[config.mk]
export PLATFORM = sky130hd
export DESIGN_NAME = ins_fetch_unit_flat
export DESIGN_NICKNAME = d
export VERILOG_FILES = /design/src/rtl/mcu51_pkg.sv /design/src/rtl/ins_fetch_unit_if.sv /design/src/rtl/ins_fetch_unit_fetch_queue.sv /design/src/rtl/ins_fetch_unit.sv /design/src/flat_wrapper.sv
export SDC_FILE = /design/constraint.sdc
export NUM_CORES = 1
export LEC_CHECK = 0
export CORE_MARGIN = 2
export CORE_UTILIZATION = 40
export DETAILED_ROUTE_END_ITERATION = 6
export PLACE_DENSITY = 0.6
export SYNTH_ARGS = -nofsm -noshare
export SYNTH_HDL_FRONTEND = slang
export SYNTH_SLANG_ARGS = --single-unit
[constraint.sdc]
create_clock -name clk -period 4.09 [get_ports clk]
set_input_delay 0.818 -clock clk [delete_from_list [all_inputs] [get_ports clk]]
set_output_delay 0.818 -clock clk [all_outputs]
set_load 0.1 [all_outputs]
[src/rtl/mcu51_pkg.sv]
// Shared MCU51 fetch definitions: widths, reset vector, FSM states.
// Queue entries pair each byte with the address it came from.
package mcu51_pkg;

  localparam int PC_W   = 16;
  localparam int BYTE_W = 8;

  localparam logic [PC_W-1:0] RESET_VECTOR_DEF = 16'h0000;

  typedef enum logic [1:0] {
    IDLE = 2'd0,
    REQ  = 2'd1,
    WAIT = 2'd2
  } fetch_state_e;

  typedef struct packed {
    logic [PC_W-1:0]   pc;
    logic [BYTE_W-1:0] data;
  } fetch_entry_t;

endpackage

[src/rtl/ins_fetch_unit_if.sv]
// Program-memory and decoder-side signals of the fetch stage.
// master = fetch unit, slave = memory / decoder / branch side.
interface ins_fetch_unit_if;
  import mcu51_pkg::*;

  logic              EA;
  logic              rom_req;
  logic [PC_W-1:0]   rom_addr;
  logic              rom_rvalid;
  logic [BYTE_W-1:0] rom_rdata;
  logic              ALE;
  logic              PSEN;
  logic              ins_valid;
  logic              ins_ready;
  logic [BYTE_W-1:0] ins_byte;
  logic [PC_W-1:0]   ins_pc;
  logic              pc_load;
  logic [PC_W-1:0]   pc_target;

  modport master (
    input  EA, rom_rvalid, rom_rdata,
    input  ins_ready, pc_load, pc_target,
    output rom_req, rom_addr, ALE, PSEN,
    output ins_valid, ins_byte, ins_pc
  );

  modport slave (
    output EA, rom_rvalid, rom_rdata,
    output ins_ready, pc_load, pc_target,
    input  rom_req, rom_addr, ALE, PSEN,
    input  ins_valid, ins_byte, ins_pc
  );

endinterface

[src/rtl/ins_fetch_unit_fetch_queue.sv]
// Prefetch FIFO of {pc, byte} entries with synchronous clear.
// Head entry resets to {RST_PC, 0} so decoder outputs start defined.
module fetch_queue
  import mcu51_pkg::*;
#(
  parameter int              QDEPTH = 4,
  parameter logic [PC_W-1:0] RST_PC = RESET_VECTOR_DEF
) (
  input  logic                         clk,
  input  logic                         reset,
  input  logic                         push,
  input  fetch_entry_t                 wdata,
  input  logic                         pop,
  input  logic                         clear,
  output fetch_entry_t                 rdata,
  output logic                         full,
  output logic                         empty,
  output logic [$clog2(QDEPTH+1)-1:0]  count
);

  localparam int AW = $clog2(QDEPTH);
  localparam int CW = $clog2(QDEPTH+1);

  fetch_entry_t    mem_q [QDEPTH];
  logic [AW-1:0]   wr_q;
  logic [AW-1:0]   rd_q;
  logic [CW-1:0]   cnt_q;
  logic            do_push;
  logic            do_pop;

  assign do_push = push && !full;
  assign do_pop  = pop && !empty;

  always_ff @(posedge clk) begin
    if (reset) begin
      for (int i = 0; i < QDEPTH; i++) begin
        mem_q[i] <= '{pc: RST_PC, data: '0};
      end
      wr_q  <= '0;
      rd_q  <= '0;
      cnt_q <= '0;
    end else if (clear) begin
      wr_q  <= '0;
      rd_q  <= '0;
      cnt_q <= '0;
    end else begin
      if (do_push) begin
        mem_q[wr_q] <= wdata;
        wr_q        <= wr_q + 1'b1;
      end
      if (do_pop) begin
        rd_q <= rd_q + 1'b1;
      end
      cnt_q <= cnt_q + CW'(do_push) - CW'(do_pop);
    end
  end

  assign rdata = mem_q[rd_q];
  assign count = cnt_q;
  assign full  = (cnt_q == CW'(QDEPTH));
  assign empty = (cnt_q == '0);

endmodule

[src/rtl/ins_fetch_unit.sv]
// Instruction fetch stage: PC, one-outstanding ROM reads, prefetch queue.
// Optional same-cycle bypass to the decoder: define FETCH_BYPASS_EN.
module ins_fetch_unit
  import mcu51_pkg::*;
#(
  parameter int              QDEPTH       = 4,
  parameter logic [PC_W-1:0] RESET_VECTOR = RESET_VECTOR_DEF
) (
  input  logic                clk,
  input  logic                reset,
  ins_fetch_unit_if.master    bus
);

  localparam int CW = $clog2(QDEPTH+1);
  localparam int NW = CW + 1;

  fetch_state_e     state_q, state_d;
  logic [PC_W-1:0]  fetch_pc_q, fetch_pc_d;
  logic [PC_W-1:0]  req_pc_q, req_pc_d;
  logic             discard_q, discard_d;
  logic             ext_q, ext_d;

  logic             take;
  logic             keep;
  logic             byp;
  logic             valid;
  logic             pop;
  logic             q_push;
  logic             q_pop;
  logic             q_full;
  logic             q_empty;
  logic [CW-1:0]    q_count;
  logic [NW-1:0]    cnt_nx;
  fetch_entry_t     q_head;
  fetch_entry_t     q_wdata;

  assign q_wdata = '{pc: req_pc_q, data: bus.rom_rdata};

  fetch_queue #(
    .QDEPTH (QDEPTH),
    .RST_PC (RESET_VECTOR)
  ) u_queue (
    .clk   (clk),
    .reset (reset),
    .push  (q_push),
    .wdata (q_wdata),
    .pop   (q_pop),
    .clear (bus.pc_load),
    .rdata (q_head),
    .full  (q_full),
    .empty (q_empty),
    .count (q_count)
  );

  always_comb begin
    state_d    = state_q;
    fetch_pc_d = fetch_pc_q;
    req_pc_d   = req_pc_q;
    discard_d  = discard_q;
    ext_d      = ext_q;

    take = (state_q == WAIT) && bus.rom_rvalid;
    keep = take && !discard_q && !bus.pc_load;
`ifdef FETCH_BYPASS_EN
    byp  = keep && q_empty;
`else
    byp  = 1'b0;
`endif
    valid  = !q_empty || byp;
    pop    = valid && bus.ins_ready && !bus.pc_load;
    q_pop  = pop && !q_empty;
    q_push = keep && !(byp && pop);
    cnt_nx = bus.pc_load ? '0 :
             ({1'b0, q_count} + NW'(q_push) - NW'(q_pop));

    unique case (state_q)
      IDLE: begin
        if (bus.pc_load || !q_full) state_d = REQ;
      end
      REQ: begin
        state_d    = WAIT;
        fetch_pc_d = fetch_pc_q + 1'b1;
        req_pc_d   = fetch_pc_q;
        ext_d      = !bus.EA;
      end
      WAIT: begin
        if (take) begin
          discard_d = 1'b0;
          state_d   = (cnt_nx < NW'(QDEPTH)) ? REQ : IDLE;
        end
      end
      default: state_d = IDLE;
    endcase

    // Redirect wins; a response still in flight must not reach the queue
    if (bus.pc_load) begin
      fetch_pc_d = bus.pc_target;
      if ((state_q == REQ) || ((state_q == WAIT) && !take)) begin
        discard_d = 1'b1;
      end
    end
  end

  always_ff @(posedge clk) begin
    if (reset) begin
      state_q    <= IDLE;
      fetch_pc_q <= RESET_VECTOR;
      req_pc_q   <= RESET_VECTOR;
      discard_q  <= 1'b0;
      ext_q      <= 1'b0;
    end else begin
      state_q    <= state_d;
      fetch_pc_q <= fetch_pc_d;
      req_pc_q   <= req_pc_d;
      discard_q  <= discard_d;
      ext_q      <= ext_d;
    end
  end

  assign bus.rom_req   = (state_q == REQ);
  assign bus.rom_addr  = fetch_pc_q;
  assign bus.ALE       = (state_q == REQ) && !bus.EA;
  assign bus.PSEN      = !(((state_q == REQ) && !bus.EA) ||
                           ((state_q == WAIT) && ext_q));
  assign bus.ins_valid = valid;
  assign bus.ins_byte  = byp ? bus.rom_rdata : q_head.data;
  assign bus.ins_pc    = byp ? req_pc_q : q_head.pc;

endmodule
[src/flat_wrapper.sv]
// flat-port wrapper written by rule: the top's interface ports become plain ports
module ins_fetch_unit_flat import mcu51_pkg::*;
#(
  parameter int              QDEPTH       = 4,
  parameter logic [PC_W-1:0] RESET_VECTOR = RESET_VECTOR_DEF
)
  (clk, reset, bus_EA, bus_rom_rvalid, bus_rom_rdata, bus_ins_ready, bus_pc_load, bus_pc_target, bus_rom_req, bus_rom_addr, bus_ALE, bus_PSEN, bus_ins_valid, bus_ins_byte, bus_ins_pc);
  ins_fetch_unit_if bus_i ();
  input  logic clk;
  input  logic reset;
  input wire logic [$bits(bus_i.EA)-1:0] bus_EA;
  input wire logic [$bits(bus_i.rom_rvalid)-1:0] bus_rom_rvalid;
  input wire logic [$bits(bus_i.rom_rdata)-1:0] bus_rom_rdata;
  input wire logic [$bits(bus_i.ins_ready)-1:0] bus_ins_ready;
  input wire logic [$bits(bus_i.pc_load)-1:0] bus_pc_load;
  input wire logic [$bits(bus_i.pc_target)-1:0] bus_pc_target;
  output wire logic [$bits(bus_i.rom_req)-1:0] bus_rom_req;
  output wire logic [$bits(bus_i.rom_addr)-1:0] bus_rom_addr;
  output wire logic [$bits(bus_i.ALE)-1:0] bus_ALE;
  output wire logic [$bits(bus_i.PSEN)-1:0] bus_PSEN;
  output wire logic [$bits(bus_i.ins_valid)-1:0] bus_ins_valid;
  output wire logic [$bits(bus_i.ins_byte)-1:0] bus_ins_byte;
  output wire logic [$bits(bus_i.ins_pc)-1:0] bus_ins_pc;
  assign bus_i.EA = bus_EA;
  assign bus_i.rom_rvalid = bus_rom_rvalid;
  assign bus_i.rom_rdata = bus_rom_rdata;
  assign bus_i.ins_ready = bus_ins_ready;
  assign bus_i.pc_load = bus_pc_load;
  assign bus_i.pc_target = bus_pc_target;
  assign bus_rom_req = bus_i.rom_req;
  assign bus_rom_addr = bus_i.rom_addr;
  assign bus_ALE = bus_i.ALE;
  assign bus_PSEN = bus_i.PSEN;
  assign bus_ins_valid = bus_i.ins_valid;
  assign bus_ins_byte = bus_i.ins_byte;
  assign bus_ins_pc = bus_i.ins_pc;
  ins_fetch_unit #(.QDEPTH(QDEPTH), .RESET_VECTOR(RESET_VECTOR)) u_core (.clk(clk), .reset(reset), .bus(bus_i));
endmodule
==> metrics.md <==
| Metric | Value |
|---|---|
| Outcome | `finished, final reports clean` |
| Post-route cell area | `0.00770 sq mm` |
| Setup crit start kind | `primary input` |
| Number of cells on the worst reg-to-reg path | `10` |
| Switching Power | `883 uW` |
| Unrepaired setup endpoints after global routing | `false` |
| Tightest Hold Check Type | `reg2reg` |
| Peak VDD IR | `0.351 mV` |
| Layout Nets | `616` |
| Die H | `128 microns` |
| Clock Latency Late Sink | `420 ps` |
| I/O Pins | `74` |
| Pre-CTS WS | `569 ps` |
| Detailed Route WL | `13800 microns` |
| Vias/cell | `5.15` |
| Logic pwr share | `10.8%` |
| Syn_nets | `544` |
| Avg WL per Cell | `17.6 microns` |
| Crit path time final | `3090 ps` |
| Reg clk slew, reported paths | `60 ps` |
| Iter 0 DRT Violations | `286` |
| CTS Hold Bufs | `0` |
| Post-synth EDFFs | `96` |
| Setup TNS | `0 ps` |
| Reg power frac | `45.5%` |
| P per Cell Area | `463 mW/mm^2` |
| Max-cap viol count | `0` |
| Total Power | `3570 uW` |
| Post-route ant nets | `0` |
| Fin. max-slew vios | `0` |
| Crit share post-route | `75.5%` |
| Clock Path Buffers | `2` |
| R2R Path End | `u_core.u_queue.count[2]$_SDFF_PP0_` |
| Gpl congestion | `0.805` |
| FMAX | `324 MHz` |
| Worst-path fanout max | `15` |
| Critical path data required time | `4390 ps` |
| Critical path startpoint | `bus_pc_load` |
| Ant diodes | `0` |
| DP Wirelength | `9430 microns` |
| Hold endpoint | `u_core.req_pc_q[10]$_SDFFE_PP0P_` |
| Post-CTS Resized | `0` |
| Final Worst Setup Slack | `1000 ps` |
| Arrival time worst endpoint | `3390 ps` |
| Slew margin rel. | `34.1%` |
| Worst-Margin Slew | `985 ps` |
| Syn Inst Count | `507` |
| #FFs+latches synth | `141` |
| Worst Hold Depth | `2` |
| H-tree depth | `4` |
| Die W | `128 microns` |
| Synth Flop Type | `edfxtp_1` |
| Syn Area/Cell | `12.2 sq um` |
| HP Start | `u_core.req_pc_q[10]$_SDFFE_PP0P_` |
| Sw Ratio | `24.7%` |
| Pint | `2690 uW` |
| GRT overflow | `0` |
| GRT Overall Usage | `18.1%` |
| Static leakage | `0.00275 uW` |
| Post-synth ARST share | `0%` |
| Global-route wire length before repair | `22500 microns` |
| Synth unique cells | `39` |
| Core Util, Final | `50.9%` |
| Clock power share | `43.7%` |
| YS warnings | `0` |
| Layout cells sized above 1 | `16.2%` |
| Number of clock sinks | `141` |
| CTS tree | `built` |
| CP Capture Type | `flop` |
| Reg2Reg Launch Point | `u_core.state_q[1]$_SDFFE_PP0P_` |
| Clock Skews | `5.77 ps` |
| Root Driver | `clkbuf_16` |
| Final hold vios | `0` |
| Post-DP Area | `0.00711 sq mm` |
| DRC | `0` |
| Post-CTS Setup Inserts | `0` |
| Row count | `45` |
| Initial Utilization | `40.9%` |
| Num CTS Buffers | `17` |
| Initial antenna violation count | `0` |
| Area Overhead vs Synth | `24.3%` |
| R2R Setup Slk | `1420 ps` |
| Detailed Routing Iterations Pass 1 | `4` |
| Vias in the first global route | `4154` |
| Port bufs | `73` |
| CORE AREA | `0.0151 sq mm` |
| Sequential share of the synthesized area | `61.1%` |
| Largest net degree at the start of global routing | `41` |
| Vias | `4017` |
| Post-Syn Area | `0.00620 sq mm` |
| Setup Crit Path Kind | `in2reg` |
| Total Die Area | `0.0165 sq mm` |
| Final setup viols | `0` |
-- stage by stage --
step | hold WS, ps | instances
5_1_grt | 521 | 780
3_3_place_gp | 474 | 748
2_1_floorplan | 457 | 507
3_5_place_dp | 487 | 748
4_1_cts | 494 | 780
6_report | 491 | 780
-- cell usage in the layout (no fill, tap or decap), types with 2 or more instances in the layout --
cell / netlist / layout
edfxtp_1: 96 / 96
and2_1: 66 / 66
nor2_1: 60 / 60
nand2_1: 53 / 53
clkdlybuf4s50_1: 0 / 46
dfxtp_1: 45 / 45
buf_4: 1 / 37
a21oi_1: 25 / 25
mux4_2: 24 / 24
clkbuf_16: 0 / 17
inv_1: 13 / 13
xnor2_1: 11 / 11
nand4_1: 8 / 8
nor4_1: 8 / 8
or3_1: 7 / 7
a211oi_1: 7 / 7
ha_1: 6 / 6
nor3_1: 5 / 5
nor2b_1: 4 / 4
a2111oi_0: 4 / 4
o21ai_0: 4 / 4
xor2_1: 4 / 4
clkbuf_1: 21 / 4
clkinv_2: 0 / 4
a311oi_1: 3 / 3
clkbuf_8: 0 / 3
bufinv_16: 0 / 3
buf_12: 0 / 3
and3_1: 2 / 2
nand3_1: 2 / 2
nor4_2: 2 / 2
nand4b_1: 2 / 2
or4_1: 2 / 2
-- synth_stat cells, types with 3 or more instances --
| cell | count | share of area, % |
|---|---|---|
| nor2b_1 | 4 | 0.40 |
| inv_1 | 13 | 0.79 |
| xnor2_1 | 11 | 1.6 |
| a21oi_1 | 25 | 2.0 |
| nand2_1 | 53 | 3.2 |
| mux4_2 | 24 | 8.7 |
| xor2_1 | 4 | 0.57 |
| buf_2 | 8 | 0.65 |
| o21ai_0 | 4 | 0.32 |
| a2111oi_0 | 4 | 0.57 |
| nor3_1 | 5 | 0.40 |
| ha_1 | 6 | 1.2 |
| edfxtp_1 | 96 | 47 |
| a311oi_1 | 3 | 0.42 |
| and2_1 | 66 | 6.7 |
| or3_1 | 7 | 0.71 |
| nor4_1 | 8 | 0.81 |
| a211oi_1 | 7 | 0.85 |
| nand4_1 | 8 | 0.81 |
| nor2_1 | 60 | 3.6 |
| clkbuf_1 | 21 | 1.3 |
| buf_1 | 3 | 0.18 |
| dfxtp_1 | 45 | 15 |
-- per-layer routing --
layer | routed length (microns) | vias up | track usage (%)
met3 | 689 | 17 | 4.03
li1 | - | 1964 | -
met2 | 6460 | 106 | 28.3
met5 | 0 | - | 0
met4 | 231 | 0 | 7.50
met1 | 6380 | 1930 | 24.7
-- state kept, by name (all words and copies together) (netlist names), named ones only --
signal and flops:
u_core.u_queue.mem_q 96, u_core.bus.rom_addr 16, u_core.req_pc_q 16, u_core.u_queue.count 3
u_core.state_q 2, u_core.u_queue.rd_q 2, u_core.u_queue.wr_q 2, u_core.discard_q 1
u_core.ext_q 1
-- final cells by class --
| type | instances | area, sq um |
|---|---|---|
| clock buffers | 24 | 482 |
| clock inverters | 8 | 114 |
| repair buffers | 86 | 798 |
| fillers | 1319 | 7440 |
| inverters | 13 | 48.8 |
| multi-input cells | 320 | 2240 |
| flip-flops and latches | 141 | 3780 |
| well taps | 188 | 235 |
-- logic make-up after synthesis --
| logic type | Yosys count | share of synthesized area (%) |
|---|---|---|
| AO/OA/AOI/OAI | 46 | 4.54 |
| XOR/XNOR | 15 | 2.12 |
| adder cells (fa/ha/maj) | 7 | 1.53 |
| buffers and inverters | 46 | 3.01 |
| flip-flops | 141 | 61.1 |
| multiplexers | 24 | 8.72 |
| AND/OR/NAND/NOR | 228 | 19.0 |
-- critical path, stage by stage --
cell,delay [ps]
clkdlybuf4s50_1,630
nor2_1,260
nand4_1,260
buf_4,290
ha_1,300
inv_1,60
ha_1,130
inv_1,50
fa_1,380
xor2_1,160
nor2_1,50
-- power groups by stage --
stage / clock [uW] / combinational, uW / sequential (uW)
5_1_grt: 1640 / 408 / 1630
2_1_floorplan: 0 / 205 / 1710
6_report: 1560 / 386 / 1620
3_5_place_dp: 0 / 389 / 1650
4_1_cts: 1580 / 390 / 1620
3_3_place_gp: 0 / 386 / 1650
-- worst max-delay path by stage --
| stage | to | cells past startpoint |
|---|---|---|
| global route | u_core.u_queue.count[2]$_SDFF_PP0_ | 11 |
| floorplan | bus_PSEN | 6 |
| detailed placement | u_core.u_queue.count[2]$_SDFF_PP0_ | 11 |
| finish | u_core.u_queue.count[2]$_SDFF_PP0_ | 11 |
| CTS | u_core.u_queue.count[2]$_SDFF_PP0_ | 11 |
| global placement | u_core.u_queue.count[2]$_SDFF_PP0_ | 11 |
No activity file was read; power rests on OpenSTA's default activity.
